### config.mk
export PLATFORM = sky130hd
export DESIGN_NAME = dmem_loader
export DESIGN_NICKNAME = d
export VERILOG_FILES = /design/src/rtl/dmem_loader_pkg.sv /design/src/rtl/dmem_loader_byte_packer.sv /design/src/rtl/dmem_loader.sv
export SDC_FILE = /design/constraint.sdc
export NUM_CORES = 1
export LEC_CHECK = 0
export BUFFER_PORTS_ARGS = -buffer_cell sky130_fd_sc_hd__buf_2
export CORE_MARGIN = 8
export CORE_UTILIZATION = 30
export CTS_BUF_LIST = sky130_fd_sc_hd__clkbuf_8
export DETAILED_ROUTE_END_ITERATION = 12
export PLACE_DENSITY_LB_ADDON = 0.2
export REMOVE_ABC_BUFFERS = 1
export SLEW_MARGIN = 10
export SYNTH_ARGS = -nofsm -noshare
export SYNTH_HDL_FRONTEND = slang
export SYNTH_SLANG_ARGS = --single-unit
### constraint.sdc
create_clock -name clk -period 3 [get_ports clk]
set_input_delay 0.15 -clock clk [delete_from_list [all_inputs] [get_ports clk]]
set_output_delay 0.15 -clock clk [all_outputs]
set_load 0.1 [all_outputs]
### src/rtl/dmem_loader_pkg.sv
// Shared definitions for the dmem loader: default memory geometry and FSM states.
package dmem_loader_pkg;

    localparam int LD_DATA_W = 32;
    localparam int LD_DEPTH  = 256;

    typedef enum logic [2:0] {
        LD_IDLE,
        LD_LEN_HI,
        LD_LEN_LO,
        LD_DATA,
        LD_FIN
    } ld_state_e;

endpackage

### src/rtl/dmem_loader_byte_packer.sv
// Big-endian byte-to-word assembler with a strobe on the byte that completes a word.
module dmem_loader_byte_packer #(
    parameter int DATA_W = 32
) (
    input  logic              clk,
    input  logic              rst_n,
    input  logic              clr_i,
    input  logic              en_i,
    input  logic [7:0]        byte_i,
    output logic [DATA_W-1:0] word_o,
    output logic              done_o
);

    localparam int NB    = DATA_W / 8;
    localparam int CNT_W = (NB > 1) ? $clog2(NB) : 1;

    logic [CNT_W-1:0] cnt_q, cnt_d;
    logic             last;

    assign last   = (cnt_q == CNT_W'(NB - 1));
    assign done_o = en_i && last;

    always_comb begin
        cnt_d = cnt_q;
        if (clr_i) begin
            cnt_d = '0;
        end else if (en_i) begin
            cnt_d = last ? '0 : cnt_q + 1'b1;
        end
    end

    always_ff @(posedge clk or negedge rst_n) begin
        if (!rst_n) begin
            cnt_q <= '0;
        end else begin
            cnt_q <= cnt_d;
        end
    end

    // word_o already includes the byte on the input, so the completed word is
    // available in the same cycle as done_o.
    if (NB > 1) begin : g_multi
        logic [DATA_W-9:0] shift_q, shift_d;

        assign word_o = {shift_q, byte_i};

        always_comb begin
            shift_d = shift_q;
            if (clr_i) begin
                shift_d = '0;
            end else if (en_i) begin
                shift_d = word_o[DATA_W-9:0];
            end
        end

        always_ff @(posedge clk or negedge rst_n) begin
            if (!rst_n) begin
                shift_q <= '0;
            end else begin
                shift_q <= shift_d;
            end
        end
    end else begin : g_single
        assign word_o = byte_i;
    end

endmodule

### src/rtl/dmem_loader.sv
// Streams big-endian words from a byte channel into dmem; passes CPU accesses through when idle.
module dmem_loader
    import dmem_loader_pkg::*;
#(
    parameter int DATA_W = LD_DATA_W,
    parameter int ADDR_W = 16,
    parameter int DEPTH  = LD_DEPTH,
    parameter int BASE   = 0
) (
    input  logic              clk,
    input  logic              rst_n,
    input  logic              load_req,
    input  logic              in_valid,
    input  logic [7:0]        in_data,
    output logic              in_ready,
    input  logic [ADDR_W-1:0] cpu_a,
    input  logic [DATA_W-1:0] cpu_wd,
    input  logic              cpu_we,
    output logic              cpu_stall,
    output logic [ADDR_W-1:0] mem_a,
    output logic [DATA_W-1:0] mem_wd,
    output logic              mem_we,
    output logic              busy,
    output logic              done,
    output logic              ovf
);

    localparam int AXW = ADDR_W + 1;

    ld_state_e         state_q, state_d;
    logic [7:0]        len_hi_q, len_hi_d;
    logic [15:0]       len_q, len_d;
    logic [15:0]       wcnt_q, wcnt_d;
    logic              ovf_q, ovf_d;
    logic              wr_we_q, wr_we_d;
    logic [ADDR_W-1:0] wr_a_q, wr_a_d;
    logic [DATA_W-1:0] wr_wd_q, wr_wd_d;

    logic              accept;
    logic              pk_clr;
    logic              pk_en;
    logic [DATA_W-1:0] pk_word;
    logic              pk_done;
    logic [AXW-1:0]    addr_x;

    assign accept = in_valid && in_ready;
    assign pk_en  = accept && (state_q == LD_DATA);
    assign addr_x = AXW'(BASE) + AXW'(wcnt_q);

    dmem_loader_byte_packer #(
        .DATA_W (DATA_W)
    ) u_packer (
        .clk    (clk),
        .rst_n  (rst_n),
        .clr_i  (pk_clr),
        .en_i   (pk_en),
        .byte_i (in_data),
        .word_o (pk_word),
        .done_o (pk_done)
    );

    always_comb begin
        state_d  = state_q;
        len_hi_d = len_hi_q;
        len_d    = len_q;
        wcnt_d   = wcnt_q;
        ovf_d    = ovf_q;
        wr_we_d  = 1'b0;
        wr_a_d   = wr_a_q;
        wr_wd_d  = wr_wd_q;
        pk_clr   = 1'b0;
        in_ready = 1'b0;
        done     = 1'b0;
        case (state_q)
            LD_IDLE: begin
                if (load_req) begin
                    state_d = LD_LEN_HI;
                    ovf_d   = 1'b0;
                end
            end
            LD_LEN_HI: begin
                in_ready = 1'b1;
                if (accept) begin
                    len_hi_d = in_data;
                    state_d  = LD_LEN_LO;
                end
            end
            LD_LEN_LO: begin
                in_ready = 1'b1;
                if (accept) begin
                    len_d   = {len_hi_q, in_data};
                    wcnt_d  = '0;
                    pk_clr  = 1'b1;
                    state_d = (len_d == 16'd0) ? LD_FIN : LD_DATA;
                end
            end
            LD_DATA: begin
                in_ready = 1'b1;
                if (pk_done) begin
                    // Out-of-range words are still consumed and counted, just not written.
                    wr_a_d  = addr_x[ADDR_W-1:0];
                    wr_wd_d = pk_word;
                    if (addr_x >= AXW'(DEPTH)) begin
                        ovf_d = 1'b1;
                    end else begin
                        wr_we_d = 1'b1;
                    end
                    wcnt_d = wcnt_q + 16'd1;
                    if (wcnt_q == len_q - 16'd1) begin
                        state_d = LD_FIN;
                    end
                end
            end
            LD_FIN: begin
                done    = 1'b1;
                state_d = LD_IDLE;
            end
            default: state_d = LD_IDLE;
        endcase
    end

    always_ff @(posedge clk or negedge rst_n) begin
        if (!rst_n) begin
            state_q  <= LD_IDLE;
            len_hi_q <= '0;
            len_q    <= '0;
            wcnt_q   <= '0;
            ovf_q    <= 1'b0;
            wr_we_q  <= 1'b0;
            wr_a_q   <= '0;
            wr_wd_q  <= '0;
        end else begin
            state_q  <= state_d;
            len_hi_q <= len_hi_d;
            len_q    <= len_d;
            wcnt_q   <= wcnt_d;
            ovf_q    <= ovf_d;
            wr_we_q  <= wr_we_d;
            wr_a_q   <= wr_a_d;
            wr_wd_q  <= wr_wd_d;
        end
    end

    assign busy      = (state_q != LD_IDLE);
    assign cpu_stall = busy;
    assign ovf       = ovf_q;

    always_comb begin
        if (busy || wr_we_q) begin
            mem_a  = wr_a_q;
            mem_wd = wr_wd_q;
            mem_we = wr_we_q;
        end else begin
            mem_a  = cpu_a;
            mem_wd = cpu_wd;
            mem_we = cpu_we;
        end
    end

endmodule

# --- After elaboration in Yosys (flattened, before gate mapping) ---
# Cells that the tools add are included.
op_classes:
  addsub: 3
  order_cmp: 1
  reduce_logical: 17
  n_eq_ne: 12
  mux: 29
op_table:
  columns: ["cell", "count"]
  rows:
  - ["2-to-1 mux 16 bit", 3]
  - ["2-to-1 mux 24 bit", 2]
  - ["2-to-1 mux 32 bit", 1]
  - ["one-hot mux 16 bit (2 select lines)", 1]
  - ["2-to-1 mux 3 bit", 6]
  - ["adder 16 x 1 -> 16 bit, second input constant", 1]
  - ["equality test 16 bit", 1]
  - ["greater-or-equal comparator 16 x 9 -> 1 bit, second input constant", 1]
  - ["logical NOT 16 bit", 1]
  - ["subtractor 16 x 1 -> 16 bit, second input constant", 1]
  - ["one-hot mux 3 bit (4 select lines)", 1]
  - ["2-to-1 mux 1 bit", 11]
  - ["inequality test 2 bit, second input constant", 4]
  - ["equality test 3 x 2 -> 1 bit, second input constant", 2]
  - ["2-to-1 mux 2 bit", 3]
  - ["AND reduction 2 bit", 3]
  - ["nonzero test 2 bit", 3]
  - ["AND reduction 5 bit", 1]
  - ["inequality test 2 x 1 -> 1 bit, second input constant", 2]
  - ["AND reduction 4 bit", 1]
  - ["equality test 3 x 1 -> 1 bit, second input constant", 1]
  - ["equality test 3 bit, second input constant", 1]
  - ["logical AND 1 bit", 3]
  - ["logical NOT 3 bit", 1]
  - ["7 further kinds", 7]
word_totals:
  wordCells: 72
  ff_bits: 119

# --- Longest topological paths before layout ---
# Gate-level depths: netlist of the first run.
logic_depth:
  word_depth: 8
  mapped_depth: 9

# --- By module ---
# Synthesis of the first run repeated with hierarchy kept, for this count alone.
hier_totals:
  cells_unflattened: 535
  hier_area_um2: 6177.2
by_module_without_submodules:
  columns: ["mod", "n_inst", "area_per_inst_um2", "seq_area_each_um2", "cells_each"]
  rows:
  - ["dmem_loader", 1, 5023.6, 2327.2, 441]
  - ["dmem_loader_byte_packer", 1, 1153.6, 650.6, 94]

# --- Worst setup path before layout of the first run ---
# OpenSTA, ideal clock, no wires.
synth_timing:
  path_type: "flip-flop to output port"
  from: "register state_q[2]"
  to: "output port mem_a[0]"
  t_required_ns: 2.850
  slack_ns: 0.018
  path_stages_with_launch: 8
  path_buffers: 3
  t_arrival_ns: 2.832
  cell_sequence: "dfrtp_1 -> clkbuf_1 -> nor3_1 -> inv_1 -> nor2_1 -> buf_1 -> clkbuf_1 -> mux2_2"
synth_via:
  elab_chain_len: 3
synth_rtl:
  columns: ["element", "line_no", "source"]
  rows:
  - ["from (decl)", "dmem_loader.sv:30", "ld_state_e state_q, state_d;"]
  - ["from (signal assigned)", "dmem_loader.sv:133", "state_q <= state_d;"]
  - ["nonzero test 3 bit", "dmem_loader.sv:144", "assign busy = (state_q != LD_IDLE);"]
  - ["net busy", "dmem_loader.sv:23", "output logic busy,"]
  - ["logical OR 1 bit", "dmem_loader.sv:149", "if (busy || wr_we_q) begin"]
  - ["2-to-1 mux 16 bit", "dmem_loader.sv:149", null]
  - ["to (decl)", "dmem_loader.sv:20", "output logic [ADDR_W-1:0] mem_a,"]
# The timed path passes the listed nets, and every way through them passes these cells.

# --- Final worst setup path of the first run ---
layout_timing:
  from: "register state_q[1]"
  to: "output port mem_wd[6]"
layout_via:
  elab_chain_len: 3
layout_rtl:
  columns: ["element", "line_no", "source"]
  rows:
  - ["nonzero test 3 bit", "dmem_loader.sv:144", null]
  - ["logical OR 1 bit", "dmem_loader.sv:149", null]
  - ["2-to-1 mux 32 bit", "dmem_loader.sv:149", null]
  - ["to (decl)", "dmem_loader.sv:21", "output logic [DATA_W-1:0] mem_wd,"]
# No other way between the ends.

==> results of run 1 <==
==> metrics by stage <==
stage | cells | setup TNS (ns) | utilization, % | hold WS [ns]
finish | 1048 | 0 | 38.5 | 0.192
global route | 1048 | 0 | 38.5 | 0.170
CTS | 1048 | 0 | 38.5 | 0.155
detailed placement | 1007 | 0 | 36.1 | 0.285
global placement | 1007 | 0 | 36.1 | 0.283
floorplan | 610 | -103.11 | - | -0.146
==> repair_timing <==
item / 4_1_cts / 5_1_grt
hold buffers: 10 / 0
setup endpoints to repair: 0 / 0
endpoints found under the hold margin: 65 / 0
==> cell usage after synthesis, types with 2 or more instances <==
cell,number
nor4_1,9
dfrtp_1,119
a211o_1,3
a21o_1,3
nor3b_1,3
and2_1,2
ha_1,4
nor3_1,9
a41oi_1,2
and3b_1,2
nor2b_1,5
mux2_2,70
buf_1,5
a21oi_1,16
and3_1,2
xor2_1,20
o21ai_0,16
a31oi_1,3
or2_2,2
nand3b_1,2
clkbuf_1,33
or4_4,3
xnor2_1,10
nor2_1,25
and4_1,2
or3_1,4
nand4_1,8
inv_1,7
nand2_1,205
nand3_1,37
nor3_2,2
==> kinds of logic (layout without fill, tap and decap cells) <==
kind of cell	count (synthesis)	after routing	share of synthesized area, %
xor+xnor	31	31	4.59
mux	70	70	13.0
simple gates	329	329	24.5
buf+inv	47	175	3.09
flops	119	119	49.0
fa+ha+maj	4	4	0.823
compound gates	50	50	5.06
==> where the power goes <==
part,switching (W),internal [W]
registers,0.000450,0.00206
clock network,0.000623,0.000845
logic,0.00306,0.00133
total,0.00413,0.00423
==> worst reg2reg max path: cells and delay by family, from the launching register on <==
kind | cells | cell delay [ns]
AND/OR/NAND/NOR | 5 | 1.73
flip-flops | 1 | 0.50
AO/OA/AOI/OAI | 1 | 0.25
XOR/XNOR | 1 | 0.13
==> final cells by class <==
type	count	share of cell area, %
tap	270	4.37
clock buffer	19	3.39
clock inverter	12	1.75
inverter	7	0.340
multi-input combinational	484	38.0
sequential	119	38.6
timing repair buffer	137	13.6
==> worst min-delay path by stage <==
stage,endpoint,cells past startpoint,slack [ns]
2_1_floorplan,len_hi_q[0],0,-0.15
3_3_place_gp,wr_a_q[6],1,0.28
3_5_place_dp,wr_a_q[6],1,0.28
4_1_cts,state_q[1],4,0.15
5_1_grt,state_q[1],4,0.17
6_report,state_q[1],4,0.19
==> routing by layer <==
layer / up-vias / track usage (%)
met1: 2332 / 17.4
met4: 0 / 4.58
met3: 19 / 3.66
li1: 2421 / -
met5: - / 0
met2: 112 / 20.6
==> registers in the layout, summed over array words and instances, names as in the netlist <==
| name | count |
|---|---|
| state_q | 3 |
| ovf | 1 |
| u_packer.cnt_q | 2 |
| len_hi_q | 8 |
| wr_wd_q | 32 |
| wcnt_q | 16 |
| wr_a_q | 16 |
| u_packer.g_multi.shift_q | 24 |
| wr_we_q | 1 |
| len_q | 16 |
==> results.sh, run 1 <==
export IMPL_core_region_area_um2=20000
export IMPL_ant_nets=0
export IMPL_grt_max_degree=58
export IMPL_yosysSeqAreaShare_pct=49.0
export IMPL_drive_above_1_share_pct=31.4
export IMPL_drt_met1_wl_um=7220
export IMPL_gr_total_overflow=0
export IMPL_antenna_found_initial=0
export IMPL_synthArstFlopShare_pct=100
export IMPL_cts_resized=0
export IMPL_clock_sinks=119
export IMPL_rsz0062_at_grt="no"
export IMPL_first_pass_iters=4
export IMPL_place_congestion=0.843
export IMPL_portBuffers=114
export IMPL_groute_usage_overall_pct=13.3
export IMPL_yosysUniqueCellTypes=48
export IMPL_power_density_nw_per_um2=1080
export IMPL_cp_arrival_ns=2.59
export IMPL_nFillCells=2086
export IMPL_ys_warn_count=0
export IMPL_hold_violations=0
export IMPL_netlist_area_um2=6080
export IMPL_drv_cap=0
export IMPL_clk_pin_slew_ns=0.07
export IMPL_path_cells="nor3_1 -> buf_4 -> inv_1 -> nor2_4 -> buf_4 -> mux2_2 -> buf_2"
export IMPL_routedWlPerCell_um=15.0
export IMPL_cp_data_required_time_ns=2.85
export IMPL_final_common_cell="nand2_1"
export IMPL_endpoint_kind="output port"
export IMPL_cts_tree="yes"
export IMPL_vias_per_cell=4.66
export IMPL_clk_latency_ns=0.44
export IMPL_synth_edf_count=0
export IMPL_ff2ff_setup_slack_ns=0.28
export IMPL_synth_top_area_share_pct=49.0
export IMPL_p_total_w=0.00836
export IMPL_multi_input_area_um2=2930
export IMPL_dp_hpwl_um=10900
export IMPL_setup_viol=0
export IMPL_path_delay_family="buffers and inverters"
export IMPL_crit_path_frequent_cell="buf_4"
export IMPL_yosysTopAreaCell="dfrtp_1"
export IMPL_syn_to_final_growth_pct=27.0
export IMPL_setup_slack_ns=0.256
export IMPL_synth_area_leaders="dfrtp_1 (49%), mux2_2 (13%), nand2_1 (13%)"
export IMPL_worstSetupPathDepth=7
export IMPL_slowest_delay_ns=0.54
export IMPL_reg2reg_from="len_q[3]"
export IMPL_top_layer="met4"
export IMPL_clockBufferDepth=2
export IMPL_grt_pass1_vias=4875
export IMPL_r2r_cells=7
export IMPL_wl_met3_um=983
export IMPL_cts_setup_buffers=0
export IMPL_min_delay_start="in_valid"
export IMPL_die_w_um=158
export IMPL_h_tree_depth=4
export IMPL_r2r_end="state_q[0]"
export IMPL_slew_headroom_pct=48.4
export IMPL_postSynthCellCount=650
export IMPL_cpMaxStageDelayCell="dfrtp_1"
export IMPL_io_pins=115
export IMPL_avgSynthCellArea_um2=9.36
export IMPL_vias=4884
export IMPL_ys_ff_latch=119
export IMPL_final_min_clock_period_ns=2.74
export IMPL_met2WireLength_um=7220
export IMPL_die_area_um2=25100
export IMPL_start_kind="flop"
export IMPL_min_path_type="primary input to flop"
export IMPL_ys_flop_type="dfrtp_1"
export IMPL_drc=0
export IMPL_drt_total_wl_um=15700
export IMPL_fin_skew_ns=0.00751
export IMPL_seq_area_um2=2980
export IMPL_crit_path_end="mem_wd[6]"
export IMPL_final_cell_mix="nand2_1 (205), dfrtp_1 (119), buf_2 (96), mux2_2 (70), nand3_1 (36)"
export IMPL_cp_max_fo=29
export IMPL_outcome="finished clean"
export IMPL_cts_root_buf="clkbuf_8"
export IMPL_leakage_nw=3.89
export IMPL_path_buf_inv=4
export IMPL_detailed_place_area_um2=7230
export IMPL_worstMarginPinSlew_ns=0.773
export IMPL_path_class="flop to output port"
export IMPL_grt_pass1_wl_um=26100
export IMPL_diodes=0
export IMPL_cp_startpoint="state_q[1]"
export IMPL_irDropWorstVdd_mv=0.459
export IMPL_fp_row_count=52
export IMPL_slew_violations=0
export IMPL_die_y_um=158
export IMPL_fin_crit_sh_pct=91.5
export IMPL_dr_first_iter_drc_count=261
export IMPL_final_area_um2=7720
export IMPL_final_net_count=831
export IMPL_place_ws_ns=0.275
export IMPL_fmax_ghz=0.364
export IMPL_cts_buffers=17
export IMPL_start_util_pct=30.4
Power figures use the tool's default switching activity.
==> inputs of run 2 (changes only) <==
--- a/config.mk
+++ b/config.mk
@@ -6,6 +6,7 @@
 export NUM_CORES = 1
 export LEC_CHECK = 0
 export BUFFER_PORTS_ARGS = -buffer_cell sky130_fd_sc_hd__buf_2
+export CORE_ASPECT_RATIO = 0.75
 export CORE_MARGIN = 8
 export CORE_UTILIZATION = 30
 export CTS_BUF_LIST = sky130_fd_sc_hd__clkbuf_8
==> run 2 against run 1 <==
- critical path depth is the same
- final cell count shrank 1.2%
- routed wire length grew 2.4%
- sequential share of layout area shrank 0.57 points
- clock-buffer cell count shrank 2
- combinational power grew 6.2%
- clock power grew 14%
- die area grew 0.19%
- hold slack lost 0.16 ns
- flip-flop and latch count is the same
- cell area grew 1.5%
==> results.sh, run 2 (same netlist as run 1, synthesis figures left out) <==
export IMPL_cts_buffers=17
export IMPL_drc=0
export IMPL_grt_max_degree=69
export IMPL_start_kind="flop"
export IMPL_cts_resized=0
export IMPL_final_common_cell="nand2_1"
export IMPL_reg_top3="wr_wd_q: 32 flops, u_packer.g_multi.shift_q: 24 flops"
export IMPL_power_switching_w=0.00432
export IMPL_irDropWorstVdd_mv=0.694
export IMPL_pwr_share_clk_pct=18.9
export IMPL_setup_viol=0
export IMPL_outcome="finished clean"
export IMPL_cts_tree="yes"
export IMPL_leakage_nw=3.91
export IMPL_routedWlPerCell_um=15.5
export IMPL_grt_pass1_vias=5027
export IMPL_die_y_um=139
export IMPL_syn_to_final_growth_pct=28.9
export IMPL_cpMaxStageDelayCell="or4_4"
export IMPL_grt_pass1_wl_um=27200
export IMPL_switching_share_pct=48.9
export IMPL_cp_max_fo=9
export IMPL_fin_crit_sh_pct=91.7
export IMPL_cp_data_required_time_ns=3.32
export IMPL_final_cell_mix="nand2_1 (205), dfrtp_1 (119), buf_2 (89), mux2_2 (70), nand3_1 (36)"
export IMPL_final_util_pct=39.1
export IMPL_path_class="flop to flop"
export IMPL_slew_headroom_pct=40.2
export IMPL_slowest_delay_ns=0.53
export IMPL_power_density_nw_per_um2=1130
export IMPL_drv_cap=0
export IMPL_cts_root_buf="clkbuf_8"
export IMPL_diodes=0
export IMPL_die_area_um2=25100
export IMPL_p_int_w=0.00452
export IMPL_dp_hpwl_um=11400
export IMPL_p_seq_share_pct=28.6
export IMPL_fp_row_count=45
export IMPL_final_net_count=829
export IMPL_first_pass_iters=6
export IMPL_slew_violations=0
export IMPL_portBuffers=114
export IMPL_largest_reg_flops=32
export IMPL_p_total_w=0.00884
export IMPL_path_buf_inv=0
export IMPL_place_congestion=0.847
export IMPL_groute_usage_overall_pct=13.2
export IMPL_crit_path_frequent_cell="or4_4"
export IMPL_fmax_ghz=0.364
export IMPL_drt_total_wl_um=16100
export IMPL_worstMarginPinSlew_ns=0.897
export IMPL_start_util_pct=30.3
export IMPL_drive_above_1_share_pct=32.0
export IMPL_io_pins=115
export IMPL_p_comb_share_pct=52.5
export IMPL_path_cells="nor4_4 -> nand2_2 -> or4_4 -> xnor2_2 -> nand4_1 -> or4_4 -> o31a_1"
export IMPL_vias=4876
export IMPL_clock_sinks=119
export IMPL_cp_startpoint="len_q[3]"
export IMPL_path_delay_family="simple AND/OR/NAND/NOR gates"
export IMPL_reg2reg_from="len_q[3]"
export IMPL_hold_worst_slack_ns=0.0310
export IMPL_cp_arrival_ns=3.07
export IMPL_hold_violations=0
export IMPL_core_region_area_um2=20000
export IMPL_endpoint_kind="flop"
export IMPL_fin_tns_setup_ns=0
export IMPL_clk_latency_ns=0.44
export IMPL_min_path_type="primary input to flop"
export IMPL_vias_per_cell=4.71
export IMPL_antenna_found_initial=0
export IMPL_min_delay_start="in_data[7]"
export IMPL_final_min_clock_period_ns=2.75
export IMPL_nFillCells=2052
export IMPL_dr_first_iter_drc_count=232
export IMPL_top_register="wr_wd_q"
export IMPL_h_tree_depth=4
export IMPL_clockBufferDepth=2
export IMPL_gr_total_overflow=0
export IMPL_ant_nets=0
export IMPL_clk_pin_slew_ns=0.08
export IMPL_fin_skew_ns=0.0174
export IMPL_die_w_um=180
export IMPL_rsz0062_at_grt="no"
-- run 2: changes by cell type in the layout (fill, tap and decap cells not counted) --
| cell | before | now |
|---|---|---|
| inv_6 | 0 | 7 |
| clkbuf_8 | 19 | 17 |
| buf_12 | 19 | 26 |
| buf_2 | 96 | 89 |
| clkinvlp_4 | 1 | 3 |
| clkinv_2 | 6 | 0 |
| dlygate4sd3_1 | 10 | 6 |
| clkinv_4 | 0 | 1 |
| buf_4 | 12 | 14 |
| bufinv_16 | 3 | 4 |
| inv_1 | 9 | 7 |
-- run 2: power by group through the flow --
stage	registers [W]	logic [W]	clock network, W
2_1_floorplan	0.00244	0.00343	0
3_3_place_gp	0.00255	0.00467	0
3_5_place_dp	0.00255	0.00467	0
4_1_cts	0.00252	0.00469	0.00170
5_1_grt	0.00261	0.00494	0.00178
6_report	0.00252	0.00465	0.00167
-- run 2: timing repair --
action,CTS,global route
hold endpoints to repair,68,2
setup endpoints to repair,0,0
hold buffers,4,2
buffers inserted,0,0
-- run 2: path summary, 6_finish.rpt --
kind                                                 to  slack, ns  depth (start not counted)
max                                          state_q[0]       0.25                          7
min                                          wr_wd_q[7]       0.03                          3
max reg2reg                                  state_q[0]       0.25                          7
min reg2reg                u_packer.g_multi.shift_q[20]       0.47                          2
max in group asynchronous                     wr_a_q[7]       1.82                          3
min in group asynchronous  u_packer.g_multi.shift_q[19]       0.41                          2
-- run 2: cell type report --
cell class	instances	area, um2	area share (%)
timing repair buffer	135	1130	14.4
tap	258	323	4.12
multi-input combinational	484	2930	37.4
inverter	7	26.3	0.335
clock inverter	15	213	2.71
sequential	119	2980	38.0
clock buffer	17	234	2.98
-- run 2: per-layer routing --
metal  part of all wire [%]  routed length [um]  track usage [%]
met4                   0.41                  66             2.69
met5                      0                   0                0
met2                     41                6620             19.0
met3                    5.5                 885             4.32
met1                     53                8510             19.0
-- run 2: metrics by stage --
| step | worst slack, ns | cells | cell area, um2 |
|---|---|---|---|
| 2_1_floorplan | -2.15 | 610 | 5920 |
| 3_3_place_gp | 0.283 | 997 | 7330 |
| 3_5_place_dp | 0.264 | 997 | 7330 |
| 4_1_cts | 0.183 | 1033 | 7820 |
| 5_1_grt | 0.00124 | 1035 | 7840 |
| 6_report | 0.250 | 1035 | 7840 |
-- run 2: worst min-delay path, cell delays in order --
cell and delay (ns):
buf_2 0.16, nand2_1 0.07, nand2_1 0.04
==> inputs of run 3 (changes only) <==
--- a/config.mk
+++ b/config.mk
@@ -6,6 +6,8 @@
 export NUM_CORES = 1
 export LEC_CHECK = 0
 export BUFFER_PORTS_ARGS = -buffer_cell sky130_fd_sc_hd__buf_2
+export CELL_PAD_IN_SITES_DETAIL_PLACEMENT = 0
+export CELL_PAD_IN_SITES_GLOBAL_PLACEMENT = 1
 export CORE_ASPECT_RATIO = 0.75
 export CORE_MARGIN = 8
 export CORE_UTILIZATION = 30
==> run 3 against run 2 <==
- combinational power is 3% lower
- flip-flop and latch count unchanged
- critical endpoint unchanged
- total power decreased by 1.6%
- utilization shrank 0.15 points
- final cell count decreased by 0.29%
- largest power group unchanged
- clock skew is 0.0075 ns lower
- fmax down 1.7%
==> results.sh, run 3 (same netlist as run 1, synthesis figures left out) <==
export IMPL_final_net_count=826
export IMPL_first_pass_iters=5
export IMPL_fin_skew_ns=0.00988
export IMPL_cp_arrival_ns=3.11
export IMPL_path_class="flop to flop"
export IMPL_largest_reg_flops=32
export IMPL_reg_top3="wr_wd_q: 32 flops, u_packer.g_multi.shift_q: 24 flops"
export IMPL_start_kind="flop"
export IMPL_clockBufferDepth=2
export IMPL_grt_max_degree=90
export IMPL_grt_pass1_vias=4977
export IMPL_nFillCells=2015
export IMPL_die_w_um=180
export IMPL_final_min_clock_period_ns=2.80
export IMPL_dr_first_iter_drc_count=220
export IMPL_vias=4865
export IMPL_p_seq_share_pct=29.0
export IMPL_drt_total_wl_um=16600
export IMPL_clock_sinks=119
export IMPL_irDropWorstVdd_mv=0.669
export IMPL_place_congestion=0.810
export IMPL_endpoint_kind="flop"
export IMPL_drc=0
export IMPL_setup_slack_ns=0.202
export IMPL_die_area_um2=25100
export IMPL_leakage_nw=3.90
export IMPL_worstMarginPinSlew_ns=0.950
export IMPL_switching_share_pct=48.8
export IMPL_power_switching_w=0.00424
export IMPL_power_density_nw_per_um2=1110
export IMPL_final_common_cell="nand2_1"
export IMPL_rsz0062_at_grt="no"
export IMPL_core_region_area_um2=20000
export IMPL_io_pins=115
export IMPL_start_util_pct=30.3
export IMPL_drv_cap=0
export IMPL_path_cells="nor4_4 -> nand2_2 -> or4_4 -> xnor2_2 -> nand4_1 -> or4_4 -> o31a_1"
export IMPL_final_cell_mix="nand2_1 (205), dfrtp_1 (119), buf_2 (90), mux2_2 (70), nand3_1 (36)"
export IMPL_fmax_ghz=0.357
export IMPL_min_path_type="primary input to flop"
export IMPL_die_y_um=139
export IMPL_grt_pass1_wl_um=27300
export IMPL_slew_violations=0
export IMPL_outcome="finished clean"
export IMPL_hold_worst_slack_ns=0.0349
export IMPL_place_ws_ns=0.205
export IMPL_portBuffers=114
export IMPL_diodes=0
export IMPL_cts_root_buf="clkbuf_8"
export IMPL_gr_total_overflow=0
export IMPL_hold_violations=0
export IMPL_cts_resized=0
export IMPL_fin_tns_setup_ns=0
export IMPL_p_int_w=0.00445
export IMPL_hold_depth=3
export IMPL_cp_data_required_time_ns=3.32
export IMPL_groute_usage_overall_pct=13.5
export IMPL_fin_crit_sh_pct=93.3
export IMPL_antenna_found_initial=0
export IMPL_clk_latency_ns=0.43
export IMPL_pwr_share_clk_pct=19.3
export IMPL_r2r_cells=7
export IMPL_setup_viol=0
export IMPL_syn_to_final_growth_pct=28.4
export IMPL_clk_pin_slew_ns=0.07
export IMPL_drive_above_1_share_pct=31.7
export IMPL_slew_headroom_pct=36.1
export IMPL_top_register="wr_wd_q"
export IMPL_ant_nets=0
export IMPL_cpMaxStageDelayCell="or4_4"
export IMPL_fp_row_count=45
export IMPL_dp_hpwl_um=11700
export IMPL_cts_buffers=17
export IMPL_cp_max_fo=9
export IMPL_p_comb_share_pct=51.7
export IMPL_cts_tree="yes"
export IMPL_p_total_w=0.00870
export IMPL_routedWlPerCell_um=16.1
export IMPL_slowest_delay_ns=0.54
export IMPL_vias_per_cell=4.71
export IMPL_crit_path_frequent_cell="or4_4"
export IMPL_h_tree_depth=4
[run 3: cell types whose count changed in the layout (fill, tap and decap cells not counted), sizes merged]
cell	delta
clkbuf	+1
bufinv	+1
buf	-3
inv	-6
clkinvlp	-1
clkinv	+5
[run 3: metal layers]
layer	track usage, %	vias to the layer above	wire (um)
met5	0	-	0
met4	2.82	0	86
met3	3.95	6	814
met2	19.9	111	7220
met1	19.3	2334	8520
li1	-	2414	-
[run 3: final cells by class]
cell class | instances | area [um2] | share of cell area (%)
Clock buffer | 18 | 248 | 3.17
Sequential cell | 119 | 2980 | 38.1
Tap cell | 258 | 323 | 4.13
Inverter | 7 | 26.3 | 0.336
Multi-Input combinational cell | 484 | 2930 | 37.6
Clock inverter | 14 | 206 | 2.64
Timing Repair Buffer | 132 | 1090 | 14.0
[run 3: power groups by stage]
stage / clock [W] / combinational, W / sequential [W]
after floorplan: 0 / 0.00343 / 0.00244
after global placement: 0 / 0.00450 / 0.00254
after detailed placement: 0 / 0.00453 / 0.00256
after CTS: 0.00173 / 0.00454 / 0.00253
after global routing: 0.00181 / 0.00476 / 0.00261
final: 0.00168 / 0.00450 / 0.00253
[run 3: worst paths after layout]
path                                               from          end  slack (ns)
max                                            len_q[3]   state_q[0]        0.20
max in group asynchronous                         rst_n    len_q[13]        1.93
max reg2reg                                    len_q[3]   state_q[0]        0.20
min                                          in_data[6]   wr_wd_q[6]        0.03
min in group asynchronous                         rst_n  wr_wd_q[30]        0.22
min reg2reg                u_packer.g_multi.shift_q[18]  wr_wd_q[26]        0.46
[run 3: through the flow]
step	cell area [um2]	util, %	std cells
after floorplan	5920	-	610
after global placement	7290	36.4	994
after detailed placement	7290	36.4	994
after CTS	7810	39.0	1032
after global routing	7810	39.0	1032
final	7810	39.0	1032
[run 3: worst max-delay path, delay by kind of cell, from the launching register on]
family           cells  cell delay [ns]
XOR/XNOR             1             0.13
AND/OR/NAND/NOR      5             1.78
AO/OA/AOI/OAI        1             0.27
flip-flops           1             0.51
[run 3: repair_timing]
| item | in CTS | in global routing |
|---|---|---|
| hold endpoints to repair | 37 | 0 |
| setup buffers | 0 | 0 |
| hold buffers | 6 | 0 |
